$ cat src/rtl/id_stage_pkg.sv
// Shared ID/EX definitions: opcodes, functs, ALU/branch encodings, IF/ID layout,
// ID/EX bundle and the instruction decoder helper.
package id_stage_pkg;

    localparam int unsigned XLEN          = 32;
    localparam int unsigned RAW           = 5;
    localparam int unsigned IFID_W        = 65;
    localparam int unsigned IFID_HALT     = 64;
    localparam int unsigned IFID_PC4_LSB  = 32;
    localparam int unsigned IFID_INST_LSB = 0;

    localparam logic [31:0] HALT_WORD = 32'hFFFF_FFFF;

    localparam logic [5:0] OP_RTYPE = 6'h00;
    localparam logic [5:0] OP_J     = 6'h02;
    localparam logic [5:0] OP_JAL   = 6'h03;
    localparam logic [5:0] OP_BEQ   = 6'h04;
    localparam logic [5:0] OP_BNE   = 6'h05;
    localparam logic [5:0] OP_ADDI  = 6'h08;
    localparam logic [5:0] OP_ADDIU = 6'h09;
    localparam logic [5:0] OP_SLTI  = 6'h0A;
    localparam logic [5:0] OP_ANDI  = 6'h0C;
    localparam logic [5:0] OP_ORI   = 6'h0D;
    localparam logic [5:0] OP_XORI  = 6'h0E;
    localparam logic [5:0] OP_LUI   = 6'h0F;
    localparam logic [5:0] OP_LW    = 6'h23;
    localparam logic [5:0] OP_SW    = 6'h2B;

    localparam logic [5:0] FN_SLL  = 6'h00;
    localparam logic [5:0] FN_SRL  = 6'h02;
    localparam logic [5:0] FN_SRA  = 6'h03;
    localparam logic [5:0] FN_JR   = 6'h08;
    localparam logic [5:0] FN_ADD  = 6'h20;
    localparam logic [5:0] FN_ADDU = 6'h21;
    localparam logic [5:0] FN_SUB  = 6'h22;
    localparam logic [5:0] FN_SUBU = 6'h23;
    localparam logic [5:0] FN_AND  = 6'h24;
    localparam logic [5:0] FN_OR   = 6'h25;
    localparam logic [5:0] FN_XOR  = 6'h26;
    localparam logic [5:0] FN_NOR  = 6'h27;
    localparam logic [5:0] FN_SLT  = 6'h2A;

    typedef enum logic [3:0] {
        ALU_ADD, ALU_SUB, ALU_AND, ALU_OR, ALU_XOR, ALU_NOR,
        ALU_SLT, ALU_SLL, ALU_SRL, ALU_SRA, ALU_LUI, ALU_PASS_PC4
    } aluop_e;

    typedef enum logic [1:0] {BR_NONE, BR_BEQ, BR_BNE, BR_JUMP} br_e;
    typedef enum logic [1:0] {IMM_SEXT, IMM_ZEXT, IMM_LUI} imm_e;
    typedef enum logic [1:0] {DST_NONE, DST_RD, DST_RT, DST_RA} dst_e;
    typedef enum logic {ST_RUN, ST_HALTED} state_e;

    typedef struct packed {
        logic   legal;
        logic   uses_rt;
        logic   regwrite;
        logic   memread;
        logic   memwrite;
        logic   memtoreg;
        logic   alusrc;
        aluop_e aluop;
        br_e    br;
        imm_e   imm;
        dst_e   dst;
    } ctrl_t;

    typedef struct packed {
        logic        valid;
        logic        halt;
        logic [31:0] pc4;
        logic [31:0] rs_val;
        logic [31:0] rt_val;
        logic [31:0] imm;
        logic [31:0] jtarget;
        logic [4:0]  rs;
        logic [4:0]  rt;
        logic [4:0]  dst;
        logic [4:0]  shamt;
        aluop_e      aluop;
        logic        regwrite;
        logic        memread;
        logic        memwrite;
        logic        memtoreg;
        logic        alusrc;
        br_e         br;
    } idex_t;

    // Control decode; unknown opcode/funct returns legal=0 with all controls clear.
    function automatic ctrl_t decode(input logic [31:0] inst);
        ctrl_t      c;
        logic [5:0] op;
        logic [5:0] fn;
        c  = '0;
        op = inst[31:26];
        fn = inst[5:0];
        case (op)
            OP_RTYPE: begin
                c.legal    = 1'b1;
                c.uses_rt  = 1'b1;
                c.regwrite = 1'b1;
                c.dst      = DST_RD;
                case (fn)
                    FN_ADD, FN_ADDU: c.aluop = ALU_ADD;
                    FN_SUB, FN_SUBU: c.aluop = ALU_SUB;
                    FN_AND:          c.aluop = ALU_AND;
                    FN_OR:           c.aluop = ALU_OR;
                    FN_XOR:          c.aluop = ALU_XOR;
                    FN_NOR:          c.aluop = ALU_NOR;
                    FN_SLT:          c.aluop = ALU_SLT;
                    FN_SLL:          c.aluop = ALU_SLL;
                    FN_SRL:          c.aluop = ALU_SRL;
                    FN_SRA:          c.aluop = ALU_SRA;
                    FN_JR: begin
                        // Register jump: EX redirects to rs_val.
                        c.regwrite = 1'b0;
                        c.dst      = DST_NONE;
                        c.br       = BR_JUMP;
                    end
                    default:         c = '0;
                endcase
            end
            OP_ADDI, OP_ADDIU: begin
                c.legal = 1'b1; c.regwrite = 1'b1; c.alusrc = 1'b1; c.dst = DST_RT;
            end
            OP_SLTI: begin
                c.legal = 1'b1; c.regwrite = 1'b1; c.alusrc = 1'b1; c.dst = DST_RT;
                c.aluop = ALU_SLT;
            end
            OP_ANDI: begin
                c.legal = 1'b1; c.regwrite = 1'b1; c.alusrc = 1'b1; c.dst = DST_RT;
                c.aluop = ALU_AND; c.imm = IMM_ZEXT;
            end
            OP_ORI: begin
                c.legal = 1'b1; c.regwrite = 1'b1; c.alusrc = 1'b1; c.dst = DST_RT;
                c.aluop = ALU_OR; c.imm = IMM_ZEXT;
            end
            OP_XORI: begin
                c.legal = 1'b1; c.regwrite = 1'b1; c.alusrc = 1'b1; c.dst = DST_RT;
                c.aluop = ALU_XOR; c.imm = IMM_ZEXT;
            end
            OP_LUI: begin
                c.legal = 1'b1; c.regwrite = 1'b1; c.alusrc = 1'b1; c.dst = DST_RT;
                c.aluop = ALU_LUI; c.imm = IMM_LUI;
            end
            OP_LW: begin
                c.legal = 1'b1; c.regwrite = 1'b1; c.alusrc = 1'b1; c.dst = DST_RT;
                c.memread = 1'b1; c.memtoreg = 1'b1;
            end
            OP_SW: begin
                c.legal = 1'b1; c.uses_rt = 1'b1; c.alusrc = 1'b1; c.memwrite = 1'b1;
            end
            OP_BEQ: begin
                c.legal = 1'b1; c.uses_rt = 1'b1; c.aluop = ALU_SUB; c.br = BR_BEQ;
            end
            OP_BNE: begin
                c.legal = 1'b1; c.uses_rt = 1'b1; c.aluop = ALU_SUB; c.br = BR_BNE;
            end
            OP_J: begin
                c.legal = 1'b1; c.br = BR_JUMP;
            end
            OP_JAL: begin
                c.legal = 1'b1; c.br = BR_JUMP; c.regwrite = 1'b1; c.dst = DST_RA;
                c.aluop = ALU_PASS_PC4;
            end
            default: c = '0;
        endcase
        return c;
    endfunction

endpackage

$ cat src/rtl/id_stage_regfile.sv
// 32x32 register file: async clear, one write port, two combinational read
// ports with write-through bypass; register 0 reads as zero.
//   clk_i, rst_ni          clock, async active-low clear
//   we_i, waddr_i, wdata_i write port
//   raddr_a_i/rdata_a_o    read port A (rs)
//   raddr_b_i/rdata_b_o    read port B (rt)
module id_stage_regfile
    import id_stage_pkg::*;
#(
    parameter int unsigned NREG = 32
) (
    input  logic            clk_i,
    input  logic            rst_ni,
    input  logic            we_i,
    input  logic [RAW-1:0]  waddr_i,
    input  logic [XLEN-1:0] wdata_i,
    input  logic [RAW-1:0]  raddr_a_i,
    output logic [XLEN-1:0] rdata_a_o,
    input  logic [RAW-1:0]  raddr_b_i,
    output logic [XLEN-1:0] rdata_b_o
);

    logic [XLEN-1:0] mem_q [NREG];

    always_ff @(posedge clk_i or negedge rst_ni) begin
        if (!rst_ni) begin
            mem_q <= '{default: '0};
        end else if (we_i && (waddr_i != '0)) begin
            mem_q[waddr_i] <= wdata_i;
        end
    end

    // Same-cycle write-back is forwarded so decode sees the new value.
    always_comb begin
        rdata_a_o = '0;
        rdata_b_o = '0;
        if (raddr_a_i != '0) begin
            rdata_a_o = (we_i && (waddr_i == raddr_a_i)) ? wdata_i : mem_q[raddr_a_i];
        end
        if (raddr_b_i != '0) begin
            rdata_b_o = (we_i && (waddr_i == raddr_b_i)) ? wdata_i : mem_q[raddr_b_i];
        end
    end

endmodule

$ cat src/rtl/id_stage.sv
// MIPS instruction-decode stage: decodes IF/ID, reads the register file,
// detects load-use hazards (combinational stall), registers the ID/EX bundle
// and owns the sticky pipeline halt.
//   CLK, RESET                    clock, async active-low reset
//   ifid, ifid_valid, flush       IF/ID word {halt, pc+4, inst} and control
//   ex_memread, ex_rt             load currently in EX, for hazard detection
//   wb_we, wb_addr, wb_data       register-file write port
//   stall                         combinational: IF holds this cycle
//   halted                        halt word has been retired
//   idex_*                        registered ID/EX bundle
module id_stage
    import id_stage_pkg::*;
#(
    parameter int unsigned NREG = 32
) (
    input  logic              CLK,
    input  logic              RESET,
    input  logic [IFID_W-1:0] ifid,
    input  logic              ifid_valid,
    input  logic              flush,
    input  logic              ex_memread,
    input  logic [RAW-1:0]    ex_rt,
    input  logic              wb_we,
    input  logic [RAW-1:0]    wb_addr,
    input  logic [XLEN-1:0]   wb_data,
    output logic              stall,
    output logic              halted,
    output logic              idex_valid,
    output logic              idex_halt,
    output logic [XLEN-1:0]   idex_pc4,
    output logic [XLEN-1:0]   idex_rs_val,
    output logic [XLEN-1:0]   idex_rt_val,
    output logic [XLEN-1:0]   idex_imm,
    output logic [XLEN-1:0]   idex_jtarget,
    output logic [RAW-1:0]    idex_rs,
    output logic [RAW-1:0]    idex_rt,
    output logic [RAW-1:0]    idex_dst,
    output logic [RAW-1:0]    idex_shamt,
    output aluop_e            idex_aluop,
    output logic              idex_regwrite,
    output logic              idex_memread,
    output logic              idex_memwrite,
    output logic              idex_memtoreg,
    output logic              idex_alusrc,
    output logic [1:0]        idex_br
);

    state_e          state_q, state_d;
    idex_t           idex_q, idex_d;
    logic [XLEN-1:0] inst, pc4, rs_val, rt_val, imm;
    logic [RAW-1:0]  rs, rt, rd, dst;
    ctrl_t           ctrl;
    logic            halt_req;

    assign inst     = ifid[IFID_INST_LSB +: XLEN];
    assign pc4      = ifid[IFID_PC4_LSB +: XLEN];
    assign rs       = inst[25:21];
    assign rt       = inst[20:16];
    assign rd       = inst[15:11];
    assign ctrl     = decode(inst);
    assign halt_req = ifid[IFID_HALT] || (inst == HALT_WORD);

    id_stage_regfile #(.NREG(NREG)) u_regfile (
        .clk_i     (CLK),
        .rst_ni    (RESET),
        .we_i      (wb_we),
        .waddr_i   (wb_addr),
        .wdata_i   (wb_data),
        .raddr_a_i (rs),
        .rdata_a_o (rs_val),
        .raddr_b_i (rt),
        .rdata_b_o (rt_val)
    );

    // Immediate and destination selection.
    always_comb begin
        imm = {{16{inst[15]}}, inst[15:0]};
        case (ctrl.imm)
            IMM_ZEXT: imm = {16'h0, inst[15:0]};
            IMM_LUI:  imm = {inst[15:0], 16'h0};
            default:  imm = {{16{inst[15]}}, inst[15:0]};
        endcase
        case (ctrl.dst)
            DST_RD:  dst = rd;
            DST_RT:  dst = rt;
            DST_RA:  dst = 5'd31;
            default: dst = '0;
        endcase
    end

    // Next state, hazard detection and next ID/EX bundle.
    always_comb begin
        state_d = state_q;
        idex_d  = '0;
        stall   = 1'b0;
        case (state_q)
            ST_RUN: begin
                stall = ifid_valid && !flush && ex_memread && (ex_rt != '0) &&
                        ((ex_rt == rs) || (ctrl.uses_rt && (ex_rt == rt)));
                if (flush || !ifid_valid || stall) begin
                    idex_d = '0;
                end else if (halt_req) begin
                    idex_d.valid = 1'b1;
                    idex_d.halt  = 1'b1;
                    state_d      = ST_HALTED;
                end else if (ctrl.legal) begin
                    idex_d.valid    = 1'b1;
                    idex_d.pc4      = pc4;
                    idex_d.rs_val   = rs_val;
                    idex_d.rt_val   = rt_val;
                    idex_d.imm      = imm;
                    idex_d.jtarget  = {pc4[31:28], inst[25:0], 2'b00};
                    idex_d.rs       = rs;
                    idex_d.rt       = rt;
                    idex_d.dst      = dst;
                    idex_d.shamt    = inst[10:6];
                    idex_d.aluop    = ctrl.aluop;
                    idex_d.regwrite = ctrl.regwrite;
                    idex_d.memread  = ctrl.memread;
                    idex_d.memwrite = ctrl.memwrite;
                    idex_d.memtoreg = ctrl.memtoreg;
                    idex_d.alusrc   = ctrl.alusrc;
                    idex_d.br       = ctrl.br;
                end
            end
            default: begin
                state_d = ST_HALTED;
            end
        endcase
    end

    always_ff @(posedge CLK or negedge RESET) begin
        if (!RESET) begin
            state_q <= ST_RUN;
            idex_q  <= '0;
        end else begin
            state_q <= state_d;
            idex_q  <= idex_d;
        end
    end

    assign halted        = (state_q == ST_HALTED);
    assign idex_valid    = idex_q.valid;
    assign idex_halt     = idex_q.halt;
    assign idex_pc4      = idex_q.pc4;
    assign idex_rs_val   = idex_q.rs_val;
    assign idex_rt_val   = idex_q.rt_val;
    assign idex_imm      = idex_q.imm;
    assign idex_jtarget  = idex_q.jtarget;
    assign idex_rs       = idex_q.rs;
    assign idex_rt       = idex_q.rt;
    assign idex_dst      = idex_q.dst;
    assign idex_shamt    = idex_q.shamt;
    assign idex_aluop    = idex_q.aluop;
    assign idex_regwrite = idex_q.regwrite;
    assign idex_memread  = idex_q.memread;
    assign idex_memwrite = idex_q.memwrite;
    assign idex_memtoreg = idex_q.memtoreg;
    assign idex_alusrc   = idex_q.alusrc;
    assign idex_br       = idex_q.br;

endmodule

$ cat config.mk
export PLATFORM = sky130hd
export DESIGN_NAME = id_stage
export DESIGN_NICKNAME = d
export VERILOG_FILES = /design/src/rtl/id_stage_pkg.sv /design/src/rtl/id_stage_regfile.sv /design/src/rtl/id_stage.sv
export SDC_FILE = /design/constraint.sdc
export NUM_CORES = 2
export LEC_CHECK = 0
export CAP_MARGIN = 20
export CORE_AREA = 4 4 375 377
export CTS_CLUSTER_SIZE = 30
export DETAILED_ROUTE_END_ITERATION = 12
export DIE_AREA = 0 0 379 381
export PLACE_DENSITY = 0.72
export SETUP_SLACK_MARGIN = 0.2
export SYNTH_ARGS = -nofsm -noshare
export SYNTH_HDL_FRONTEND = slang
export SYNTH_SLANG_ARGS = --single-unit
export TNS_END_PERCENT = 10
$ cat constraint.sdc
create_clock -name CLK -period 1.7 [get_ports CLK]
set_input_delay 0.255 -clock CLK [delete_from_list [all_inputs] [get_ports CLK]]
set_output_delay 0.255 -clock CLK [all_outputs]
set_load 0.01 [all_outputs]
# After elaboration in Yosys (flattened, before gate mapping)
# Cells that the tools add are included.
word_totals:
  register_bits: 1218
  in_bits: 113
  output_inout_bits: 195
  word_cells: 165
classes:
  n_lt_le_gt_ge: 4
  n_eq_ne: 35
  mux: 40
  n_bitwise: 3
  n_reduce_logical: 32
op_table:
  columns: ["op", "count"]
  rows:
  - ["$bwmux 1024", 1]
  - ["$mux 193", 2]
  - ["$mux 191", 2]
  - ["$bmux 32 s5", 2]
  - ["$mux 32", 9]
  - ["$demux 32 s5", 1]
  - ["$eq 6x6->1 const B", 11]
  - ["$pmux 32 s2", 1]
  - ["$eq 6x4->1 const B", 8]
  - ["$pmux 4 s9", 1]
  - ["$eq 32x32->1 const B", 1]
  - ["$pmux 4 s8", 1]
  - ["$reduce_or 13->1", 2]
  - ["$eq 6x2->1 const B", 4]
  - ["$eq 5x5->1", 4]
  - ["$reduce_bool 5->1", 4]
  - ["$ge 6x6->1 const B", 3]
  - ["$not 5->6", 3]
  - ["$reduce_or 9->1", 2]
  - ["$pmux 5 s3", 1]
  - ["$eq 6x3->1 const B", 2]
  - ["$logic_not 6->1", 2]
  - ["$reduce_or 12->1", 1]
  - ["$mux 1", 11]
  - ["14 further kinds", 35]

# Depth between registers and ports, before layout
depth:
  ltp_word: 10
  mapped_depth: 11
  ltp_nobuf: 7

# By module
# Synthesis repeated with hierarchy kept, for this count alone.
unflattened:
  cells_unflattened: 4354
  hier_area_um2: 61532.8
modules_own_cells:
  columns: ["mod", "instances", "cells_each", "area_per_inst_um2", "seq_area_each_um2"]
  rows:
  - ["id_stage_regfile", 1, 3792, 54832.6, 25624.6]
  - ["id_stage", 1, 562, 6700.2, 4304.1]

# Worst setup path before layout
# Ideal clock, no wire load.
synth_timing:
  path_type: "input port to flip-flop"
  startpoint: "input port ifid[30]"
  endpoint: "register idex_q, in the netlist idex_imm[21]"
  setup_ns: 0.086
  arrival_ns: 2.142
  required_time_ns: 1.614
  setup_slack_ns: -0.528
  stages: 8
  n_path_buf: 2
  cell_sequence: "clkbuf_1 or2_2 or3_1 ha_1 nor2b_1 clkbuf_1 a21oi_1 nor3_1"
synth_lines:
  columns: ["element", "line", "source"]
  rows:
  - ["from (decl)", "id_stage.sv:18", "input logic [IFID_W-1:0] ifid,"]
  - ["to (signal assigned)", "id_stage.sv:138", "idex_q <= idex_d;"]
  - ["to (decl)", "id_stage.sv:49", "idex_t idex_q, idex_d;"]

==> results.ini <==
[run_status]
outcome = complete, but fails checks
violations = setup timing

[grt]
first_global_vias = 47200
grt.total_usage_pct = 30.2
antenna_found_initial = 1
overflow = 0
grt_pass1_wl_mm = 320
grt_max_degree = 76

[synthesis]
synthSimpleGateAreaFrac_pct = 4.06
synth_edf_count = 0
synth_top_family_by_area = multiplexers
synthFlopType = dfrtp_1
synthArstFlopShare_pct = 100
ys_warn_count = 0
synthXorXnorAreaFrac_pct = 0.285
synth-compound-area-share_pct = 5.15
syn_inst = 4180
avgSynthCellArea_um2 = 14.7
synth_seq_cells = 1196
synth_cell_types = 64
synth.yosys.seq_area_share_pct = 48.7
syn_area_mm2 = 0.0614
yosys.area_share.adder_pct = 0.0407
synthMuxAreaShare_pct = 37.5

[timing]
hold_ws_ns = 0.0414
rsz0062_at_grt = yes
finalHoldViolations = 0
min_period_over_period_pct = 112
max_freq_mhz = 526
finClkSkew_ns = 0.0256
relSlewSlack_pct = 64.0
fin_crit_ns = 1.90
finalSetupViolations = 45
layout_setup_ws_ns = -0.203
tightest_slew_ns = 0.538
slew_viol_final = 0

[worst_setup_path]
worstSetupPathType = reg2reg
regToRegSetupSlack_ns = -0.20
regToRegEndpoint = idex_rs_val[19]$_DFF_PN0_
end_kind = flop
r2r-start = u_regfile.mem_q[531]$_DFFE_PN0P_
arrival_ns = 2.57
r2r_cells = 7
crit_fanout = 2
start_kind = flop
cp.required_ns = 2.37

[power]
p_total_w = 0.0859
p_per_area_mw_per_mm2 = 1050
cellLeakagePower_nw = 36.6
peakVddDrop_uv = 1100

[floorplan]
start_util_pct = 44.8
ios = 308
rows = 136
die_h_um = 381
die_x_um = 379
dieArea_mm2 = 0.144
coreArea_mm2 = 0.137

[run]
maxCapViolCount = 0

[layout]
final_common_cell = dfrtp_1
mostFrequentLayoutCells = 1185 x dfrtp_1, 954 x mux2_2, 771 x buf_4
seq_area_mm2 = 0.0299
post-route-util_pct = 59.6
drive_gt1_share_pct = 63.6
area_delta_synth_final_pct = 33.1
multi_input_area_mm2 = 0.0308
fin_nets = 5326
n_fill_cell = 10100

[clocking]
cts_tree = yes
htree_levels = 4
clock-sinks = 1196
clk_pin_slew_ns = 0.06
cts_buffers = 131
root_buffer = clkbuf_16
worstSkewPairLatency_ns = 0.78
clockBufferDepth = 3

[route]
firstDrtPassIters = 6
first_iter_violations = 5202
vias_per_cell = 6.42
drc = 0
vias = 45600
totalWireLength_mm = 223
wire_per_inst_um = 31.5
ant_nets = 0

[worst_hold_path]
hold_end = idex_pc4[10]$_DFF_PN0_
hold_path.class = in2reg
hold_depth = 3
min_from = ifid[42]

[place]
dp_hpwl_mm = 148
place.gp.congestion = 0.943
io_buffers = 305

==> synthesized netlist by cell type (6+ instances only) <==
library cell	count	share of area (%)
o21ai_1	22	0.18
nor3_1	86	0.70
nand4_1	11	0.11
a22o_1	124	1.8
xor2_1	15	0.21
a22oi_1	21	0.26
o22a_1	8	0.11
buf_6	14	0.26
buf_4	66	0.81
nor2b_1	10	0.10
and3_1	6	0.061
mux2i_1	54	0.88
o22ai_1	84	0.86
a2111oi_0	8	0.11
clkbuf_1	230	1.4
nor2_1	52	0.32
a211oi_1	15	0.18
mux4_2	504	18
a21oi_1	82	0.67
o211ai_1	21	0.26
nor3_2	90	1.5
o21ai_0	48	0.39
dfrtp_1	1196	49
nand2_1	52	0.32
mux2_2	992	18
and2_1	12	0.12
buf_2	125	1.0
buf_1	52	0.32
inv_1	61	0.37
nor4_1	26	0.26
nand3_1	24	0.20
==> per-stage QoR <==
stage	worst slack [ns]	area, um2	setup TNS (ns)	std cells
after global placement	-1.23	75300	-754.98	6795
final	-0.203	81800	-2.72	7104
after floorplan	-0.227	62300	-30.74	4181
after detailed placement	-1.27	75300	-770.89	6795
after CTS	-0.200	80500	-3.19	7074
after global routing	-0.281	81800	-5.65	7104
==> final cells by class <==
cell class,count,share of cell area [%]
Inverter,65,0.298
Timing Repair Buffer,1385,17.2
Multi-Input combinational cell,2432,37.7
Antenna cell,1,0.00306
Clock buffer,189,4.72
Sequential cell,1196,36.6
Tap cell,1794,2.75
Clock inverter,42,0.640
==> how the worst max path moves through the flow <==
stage / start / to / slack [ns]
6_report: u_regfile.mem_q[531]$_DFFE_PN0P_ / idex_rs_val[19]$_DFF_PN0_ / -0.20
5_1_grt: u_regfile.mem_q[531]$_DFFE_PN0P_ / idex_rs_val[19]$_DFF_PN0_ / -0.28
4_1_cts: ifid[28] / stall / -0.20
3_5_place_dp: ifid[27] / idex_imm[16]$_DFF_PN0_ / -1.27
3_3_place_gp: ifid[27] / idex_imm[29]$_DFF_PN0_ / -1.23
2_1_floorplan: ifid[30] / idex_imm[21]$_DFF_PN0_ / -0.23
==> timing repair <==
item                                   4_1_cts  5_1_grt
gates resized for setup                    855      469
setup endpoints to repair                  837     1143
setup buffers                               27       23
pin swaps                                   82      148
cloned                                       7        6
endpoints found under the hold margin      735        0
hold buffers                                14        0
==> report_power, final <==
group	switching (W)	internal (W)	total (W)
sequential	0.00325	0.0331	0.0364
combinational	0.00779	0.0123	0.0201
clock	0.0122	0.0172	0.0294
==> flip-flops by register name (all words and copies together), names as in the netlist, 2 cells and up <==
name / count
idex_br: 2
idex_dst: 5
idex_jtarget: 15
idex_rt: 4
idex_rs_val: 32
u_regfile.mem_q: 1024
idex_imm: 32
idex_shamt: 4
idex_rs: 4
idex_pc4: 31
idex_aluop: 4
idex_rt_val: 32
==> layer usage <==
| metal | vias to the layer above | share of wire, % | GRT usage [%] |
|---|---|---|---|
| met1 | 24000 | 38 | 39.8 |
| met5 | - | 0 | 0 |
| met3 | 660 | 10 | 7.08 |
| met4 | 0 | 5.8 | 15.5 |
| met2 | 2882 | 46 | 46.9 |
| li1 | 18100 | - | - |
==> cell families after synthesis <==
group | count (synthesis)
AND/OR/NAND/NOR | 400
XOR/XNOR | 20
other | 1
AO/OA/AOI/OAI | 458
flip-flops | 1196
buffers and inverters | 553
adder cells (fa/ha/maj) | 2
multiplexers | 1550
==> worst max-delay path, stage by stage, from the launching register on <==
cell      delay, ns
dfrtp_1        0.39
mux4_2         0.49
a22o_1         0.23
a221oi_2       0.19
nor3_1         0.08
a211oi_2       0.23
buf_4          0.16
nor3_2         0.03
(Power assumes the default switching activity.)
